### config.mk
export PLATFORM = sky130hd
export DESIGN_NAME = serial_subtractor
export DESIGN_NICKNAME = d
export VERILOG_FILES = /design/src/rtl/serial_subtractor.sv
export SDC_FILE = /design/constraint.sdc
export NUM_CORES = 1
export LEC_CHECK = 0
export BUFFER_PORTS_ARGS = -buffer_cell sky130_fd_sc_hd__buf_4
export CORE_MARGIN = 2
export CORE_UTILIZATION = 54
export DETAILED_ROUTE_END_ITERATION = 16
export GPL_ROUTABILITY_DRIVEN = 0
export PLACE_DENSITY = 0.83
export SLEW_MARGIN = 20
export SYNTH_ARGS = -nofsm -noshare
export SYNTH_HDL_FRONTEND = slang
export SYNTH_SLANG_ARGS = --single-unit
### constraint.sdc
create_clock -name clk -period 1.8 [get_ports clk]
set_input_delay 0 -clock clk [delete_from_list [all_inputs] [get_ports clk]]
set_output_delay 0 -clock clk [all_outputs]
set_load 0.1 [all_outputs]
### src/rtl/serial_subtractor.sv
// Bit-serial unsigned subtractor, one full-subtractor cell per clock, LSB first.
// Latency bit_width cycles from accept; result held in DONE until out_ready, no new accept meanwhile.
module serial_subtractor #(
    parameter int bit_width = 8
) (
    input  logic                 clk,
    input  logic                 rst,
    input  logic                 in_valid,
    output logic                 in_ready,
    input  logic [bit_width-1:0] a,
    input  logic [bit_width-1:0] b,
    output logic                 out_valid,
    input  logic                 out_ready,
    output logic [bit_width-1:0] d,
    output logic                 bout
);
    localparam int            CW   = (bit_width > 1) ? $clog2(bit_width) : 1;
    localparam logic [CW-1:0] LAST = CW'(bit_width - 1);

    typedef enum logic [1:0] {IDLE, RUN, DONE} state_t;

    state_t               state_q;
    logic [bit_width-1:0] a_sr_q;
    logic [bit_width-1:0] b_sr_q;
    logic [bit_width-1:0] res_q;
    logic [bit_width-1:0] d_q;
    logic [CW-1:0]        count_q;
    logic                 borrow_q;
    logic                 bout_q;
    logic                 out_valid_q;

    logic                 ai;
    logic                 bi;
    logic                 di;
    logic                 borrow_d;
    logic [bit_width-1:0] res_d;

    always_comb begin
        ai       = a_sr_q[0];
        bi       = b_sr_q[0];
        di       = ai ^ bi ^ borrow_q;
        borrow_d = (~ai & bi) | (~(ai ^ bi) & borrow_q);
        res_d    = res_q >> 1;
        res_d[bit_width-1] = di;
    end

    always_ff @(posedge clk or posedge rst) begin
        if (rst) begin
            state_q     <= IDLE;
            a_sr_q      <= '0;
            b_sr_q      <= '0;
            res_q       <= '0;
            d_q         <= '0;
            count_q     <= '0;
            borrow_q    <= 1'b0;
            bout_q      <= 1'b0;
            out_valid_q <= 1'b0;
        end else begin
            case (state_q)
                IDLE: begin
                    if (in_valid) begin
                        a_sr_q   <= a;
                        b_sr_q   <= b;
                        borrow_q <= 1'b0;
                        count_q  <= '0;
                        state_q  <= RUN;
                    end
                end
                RUN: begin
                    a_sr_q   <= a_sr_q >> 1;
                    b_sr_q   <= b_sr_q >> 1;
                    res_q    <= res_d;
                    borrow_q <= borrow_d;
                    // The final bit's difference and borrow go straight into the output registers.
                    if (count_q == LAST) begin
                        d_q         <= res_d;
                        bout_q      <= borrow_d;
                        out_valid_q <= 1'b1;
                        state_q     <= DONE;
                    end else begin
                        count_q <= count_q + CW'(1);
                    end
                end
                DONE: begin
                    if (out_ready) begin
                        out_valid_q <= 1'b0;
                        state_q     <= IDLE;
                    end
                end
                default: state_q <= IDLE;
            endcase
        end
    end

    assign in_ready  = (state_q == IDLE) & ~rst;
    assign out_valid = out_valid_q;
    assign d         = d_q;
    assign bout      = bout_q;
endmodule
==> results of run 1 <==
## cell families after synthesis
kind of cell / count (synthesis) / synth area share, %
buffers and inverters: 15 / 4.97
AOI/OAI and AO/OA: 62 / 20.0
DFF: 39 / 55.4
adders and majority gates: 4 / 3.26
muxes: 15 / 11.3
and+or+nand+nor: 16 / 5.11
## power breakdown
| group | switching, W | internal (W) |
|---|---|---|
| logic | 0.00140 | 0.000781 |
| clock network | 0.000274 | 0.000230 |
| registers | 0.000331 | 0.00129 |
| total | 0.00200 | 0.00230 |
## per-stage QoR
stage / cell area, um^2 / util (%) / instances
detailed placement: 2010 / 65.3 / 219
global route: 2270 / 73.7 / 246
floorplan: 1770 / - / 151
CTS: 2270 / 73.7 / 246
global placement: 2010 / 65.3 / 219
finish: 2270 / 73.7 / 246
## final timing paths
path	start	to	slack (ns)	cells past startpoint
worst min register to register	bout	bout	0.52	2
max in group asynchronous	rst	count_q[0]	1.13	4
worst max register to register	count_q[0]	d[7]	0.22	4
worst min-delay path	rst	res_q[2]	0.33	4
min in group clk	out_ready	state_q[1]	0.38	3
worst max-delay path	count_q[0]	d[7]	0.22	4
## layer usage
| layer | vias up | GRT usage [%] | share of wire, % |
|---|---|---|---|
| met5 | - | 0 | 0 |
| met4 | 0 | 6.83 | 1.4 |
| met3 | 7 | 6.93 | 5.3 |
| met2 | 58 | 37.4 | 52 |
| met1 | 669 | 28.5 | 41 |
| li1 | 659 | - | - |
## tightest hold or removal path, stage by stage
cell,delay (ns)
dlygate4sd3_1,0.54
buf_4,0.14
inv_1,0.04
buf_4,0.40
## cell usage in the layout, fill, tap and decap left out, drive strengths merged, types with 2 or more instances in the layout
cell type,instances
inv,4
o21ai,13
buf,34
o22ai,28
a21oi,18
a22oi,2
nor3,2
dfrtp,39
mux2,15
ha,3
nand2b,2
clkbuf,8
nand2,5
nor2,3
dlygate4sd3,19
## state kept, by name, indices dropped and copies added (netlist names)
register   count
state_q        2
borrow_q       1
res_q          7
count_q        3
b_sr_q         8
out_valid      1
d              8
a_sr_q         8
bout           1
## synth_stat cells
cell type / number / area (um^2)
dfrtp_1: 39 / 976
o22ai_1: 28 / 175
a21oi_1: 18 / 90.1
o21ai_0: 13 / 65.1
mux2_4: 8 / 120
mux2_2: 7 / 78.8
nand2_1: 5 / 18.8
buf_2: 4 / 20.0
buf_4: 3 / 22.5
ha_1: 3 / 37.5
inv_1: 3 / 11.3
nor2_1: 3 / 11.3
a22oi_1: 2 / 15.0
buf_6: 2 / 22.5
nor3_1: 2 / 10.0
clkbuf_1: 1 / 3.75
clkinv_1: 1 / 3.75
fa_1: 1 / 20.0
inv_2: 1 / 3.75
nand2b_1: 1 / 6.26
nand2b_4: 1 / 13.8
nand3_1: 1 / 5.00
nand3b_2: 1 / 11.3
nor2b_1: 1 / 6.26
o31ai_1: 1 / 7.51
or2b_1: 1 / 7.51
## area by class of cell
| class | count | share of cell area [%] |
|---|---|---|
| clock buffer | 8 | 3.03 |
| inverter | 5 | 0.827 |
| multi-input combinational | 97 | 31.1 |
| sequential | 39 | 43.0 |
| tap | 44 | 2.43 |
| timing repair buffer | 53 | 19.6 |
==> metrics, run 1 <==
Syn Nets about 180; Setup TNS 0 ns; critical path fanouts, max 10; arrival time of the worst setup path ~1.8 ns; most numerous cell on the critical path ha_1; fmax 634 MHz; Synth-to-Final Area Change 28.7%; CTS clk-pin slew, worst paths roughly 0.11 ns; Synth Area per Inst about 12 um^2; port bufs 30; routed wire length 3660 um; Pins Over Slew Limit 0; H-tree depth 2; first-pass GRT wire length slightly above 6000 um; Clock Skew roughly 0.0096 ns; kind of critical path flip-flop to flip-flop; Worst EP required between 2 and 2.5 ns; register area share after synthesis 55.4%; Via density approximately 5.7; Critical Path, Cell by Cell ha_1, ha_1, nand3b_2, mux2_4; DR vias around 1400; CTS buffer count 5; Startpoint Class flip-flop; worst slack at placement between 0.2 and 0.25 ns; antenna fix cells 0; area of the multi-input gates roughly 700 um^2; final hold viol count 0; DR DRC count 0; width of the die 61.1 um; post-layout min period between 1.5 and 2 ns; core region area between 3000 and 4000 um^2; RSZ-0062 raised after global routing false; clk_lat worst skew around 0.35 ns; CTS resizes 0; clock buffer depth 2; die area between 3000 and 4000 um^2; Register Area around 1000 um^2; worst-margin pin slew approximately 0.50 ns; YS warnings 0; total track usage between 20 and 25%; Yosys cell types 26; Leak slightly above 1 nW; CTS tree yes; die height slightly above 60 um; antenna violations before repair 0; sum of net half-perimeters after detailed placement 2340 um; final worst slack roughly 0.22 ns; Initial Util a little under three fifths; status finished, final reports clean; number of max-cap violations 0; vias in the first global route roughly 1400; WL/cell ~15 um; drt pass-1 iters 5; share of cells above drive strength 1 29.7%; Cells after Synth 151; Crit. End Element flip-flop; I/O pin count 31; Max stage delay on crit path around 0.42 ns; final worst path period share between 80% and 90%; Synth Cell Area approximately 1800 um^2; CTS hold repair buffers 19; Min-Delay Path Class input port to async pin; row count 20; total clock sinks 39; root buf cell clkbuf_4; filler cell count ~220; post-CTS repair timing setup buffer count 0; slew margin rel. 66.6%; Largest delay share family, worst path adder cells; PwrDens roughly 1900 nW/um^2; initial drt markers between 60 and 70; flops & latches, synth 39; Antenna Nets Post-Route 0; Final Setup Violations 0; Max IR drop VDD slightly above 0.9 mV; Pwr Total 0.00430 W; grt ovf 0; CP max-delay cell dfrtp_1; hold_ws ~0.33 ns; pin count of the biggest net entering global routing 40; Final nets around 230; Buffers & Inverters on Critical Path 0
Power figures use the tool's default switching activity.
==> run 2, diff against run 1 <==
--- a/config.mk
+++ b/config.mk
@@ -11,6 +11,7 @@
 export DETAILED_ROUTE_END_ITERATION = 16
 export GPL_ROUTABILITY_DRIVEN = 0
 export PLACE_DENSITY = 0.83
+export SETUP_SLACK_MARGIN = 0.5
 export SLEW_MARGIN = 20
 export SYNTH_ARGS = -nofsm -noshare
 export SYNTH_HDL_FRONTEND = slang
==> run 2 against run 1 <==
Net effect: total power increased by 12%; clock power fell by 7.5%; die area did not move; critical path type unchanged; flip-flop and latch count is the same; largest cell class unchanged; non-clock buffer count rose by 14; global-route usage increased by 3.7 points.
==> metrics, run 2 (same netlist as run 1, synthesis figures left out) <==
antenna violations before repair 0; clk_lat worst skew approximately 0.36 ns; final worst slack between 0.4 and 0.5 ns; CTS tree yes; grt ovf 0; Worst R2R Path Depth 4; initial drt markers just under 100; Finished Layout Cells between 200 and 300; Critical Path, Cell by Cell ha_4, ha_4, nand3b_4, mux2_4; placed insts 217; final worst path period share around 77%; clock buffer depth 2; Startpoint Class flip-flop; Setup TNS 0 ns; Largest delay share family, worst path flip-flops; port bufs 30; final hold viol count 0; CTS clk-pin slew, worst paths around 0.11 ns; Antenna Nets Post-Route 0; total clock sinks 39; status finished, final reports clean; row count 20; Register Area 981 um^2; total track usage around a quarter; WL/cell roughly 19 um; crit path from count_q[1]; critical path fanouts, max 5; share of cells above drive strength 1 about two fifths; DR DRC count 0; post-layout min period about 1.4 ns; pin count of the biggest net entering global routing 40; sum of net half-perimeters after detailed placement around 2300 um; PwrDens 1920 nW/um^2; Internal between 0.002 and 0.003 W; antenna fix cells 0; filler cell count 165; Leak 1.14 nW; arrival time of the worst setup path roughly 1.6 ns; root buf cell clkbuf_4; CP max-delay cell dfrtp_1; most common cell after layout, fill and taps aside buf_4; Seq pwr share about 34%; area of the multi-input gates around 820 um^2; Synth-to-Final Area Change 42.3%; drt pass-1 iters 4; H-tree depth 2; Sw Ratio between 40 and 50%; Via density 6.06; Clock Skew between 0.01 and 0.015 ns; Max stage delay on crit path 0.43 ns; width of the die 61.1 um; R2R setup slack 0.42 ns; I/O pin count 31; hold_ws roughly 0.35 ns; worst r2r src count_q[1]; Final Setup Violations 0; die height 61.1 um; Min-Delay Path Class input port to async pin; Final nets ~240; Pins Over Slew Limit 0; first-pass GRT wire length around 7000 um; most frequent cells in the layout 44 x buf_4, 37 x dfrtp_1, 28 x o22ai_1, 19 x dlygate4sd3_1, 18 x a21oi_1; CTS buffer count 5; routed wire length 5050 um; Crit. End Element flip-flop; combinational power share 56.1%; fmax a little over 700 MHz; Clk pwr share 9.7%; slew margin rel. between 60 and 70%; most numerous cell on the critical path ha_4; kind of critical path flip-flop to flip-flop; worst slack at placement 0.262 ns; RSZ-0062 raised after global routing true; vias in the first global route between 1000 and 1500; Buffers & Inverters on Critical Path 0; post-layout util between 80 and 90%; DR vias about 1600; Max IR drop VDD between 1 and 1.5 mV; die area 3740 um^2; worst-margin pin slew 0.498 ns; Initial Util between 50% and 60%; Sw Pwr between 0.002 and 0.0025 W; core region area 3080 um^2; Worst EP required a little over 2 ns; number of max-cap violations 0; r2r endpoint d[5]
-- run 2: cell count changes in the layout (fill, tap and decap cells not counted), moves of 2 or more --
cell | previous run | this run
o21ai_0 | 13 | 10
ha_4 | 0 | 3
clkinv_2 | 0 | 2
nor2_1 | 3 | 1
nand3b_4 | 0 | 2
ha_1 | 3 | 0
dfrtp_1 | 39 | 37
buf_12 | 0 | 2
o21ai_1 | 0 | 3
buf_4 | 34 | 44
-- run 2: worst max-delay path by stage --
stage | depth (start not counted) | end
6_report | 4 | d[5]
5_1_grt | 4 | d[7]
2_1_floorplan | 5 | d[0]
4_1_cts | 2 | res_q[3]
3_5_place_dp | 3 | b_sr_q[4]
3_3_place_gp | 2 | res_q[5]
-- run 2: final cells by class --
| class | instances | share of cell area (%) |
|---|---|---|
| clock buffer | 6 | 2.04 |
| clock inverter | 1 | 0.200 |
| inverter | 5 | 0.948 |
| multi-input combinational | 99 | 32.5 |
| sequential | 39 | 39.1 |
| tap | 44 | 2.19 |
| timing repair buffer | 67 | 23.0 |
-- run 2: repair_timing --
item / 4_1_cts / 5_1_grt
hold buffers: 19 / 0
gates cloned: 1 / 1
pin swaps: 3 / 3
gates resized for setup: 10 / 15
endpoints found under the hold margin: 58 / 0
endpoints found under the setup margin: 38 / 38
buffers inserted: 6 / 10
-- run 2: metrics by stage --
step / cell area (um^2) / power, W
after detailed placement: 2020 / 0.00381
after CTS: 2380 / 0.00449
final: 2510 / 0.00482
after floorplan: 1800 / 0.00337
after global placement: 2020 / 0.00368
after global routing: 2510 / 0.00503
-- run 2: power groups by stage --
stage	Sequential [W]	Clock, W	Combinational (W)
2_1_floorplan	0.00229	0	0.00108
3_3_place_gp	0.00162	0	0.00207
3_5_place_dp	0.00164	0	0.00217
4_1_cts	0.00163	0.000466	0.00240
5_1_grt	0.00170	0.000505	0.00283
6_report	0.00165	0.000466	0.00270
-- run 2: routing by layer --
metal  routed length (um)  vias up  global-route usage (%)
met4                  223        0                    10.6
met1                 1830      762                    31.8
li1                     -      698                       -
met5                    0        -                       0
met3                  386       26                    7.35
met2                 2610       96                    44.2
-- run 2: worst register-to-register path, delay by kind of cell (launching register included) --
kind          cells  cell delay [ns]
flops             1             0.43
fa+ha+maj         2             0.39
mux               1             0.31
simple gates      1             0.14
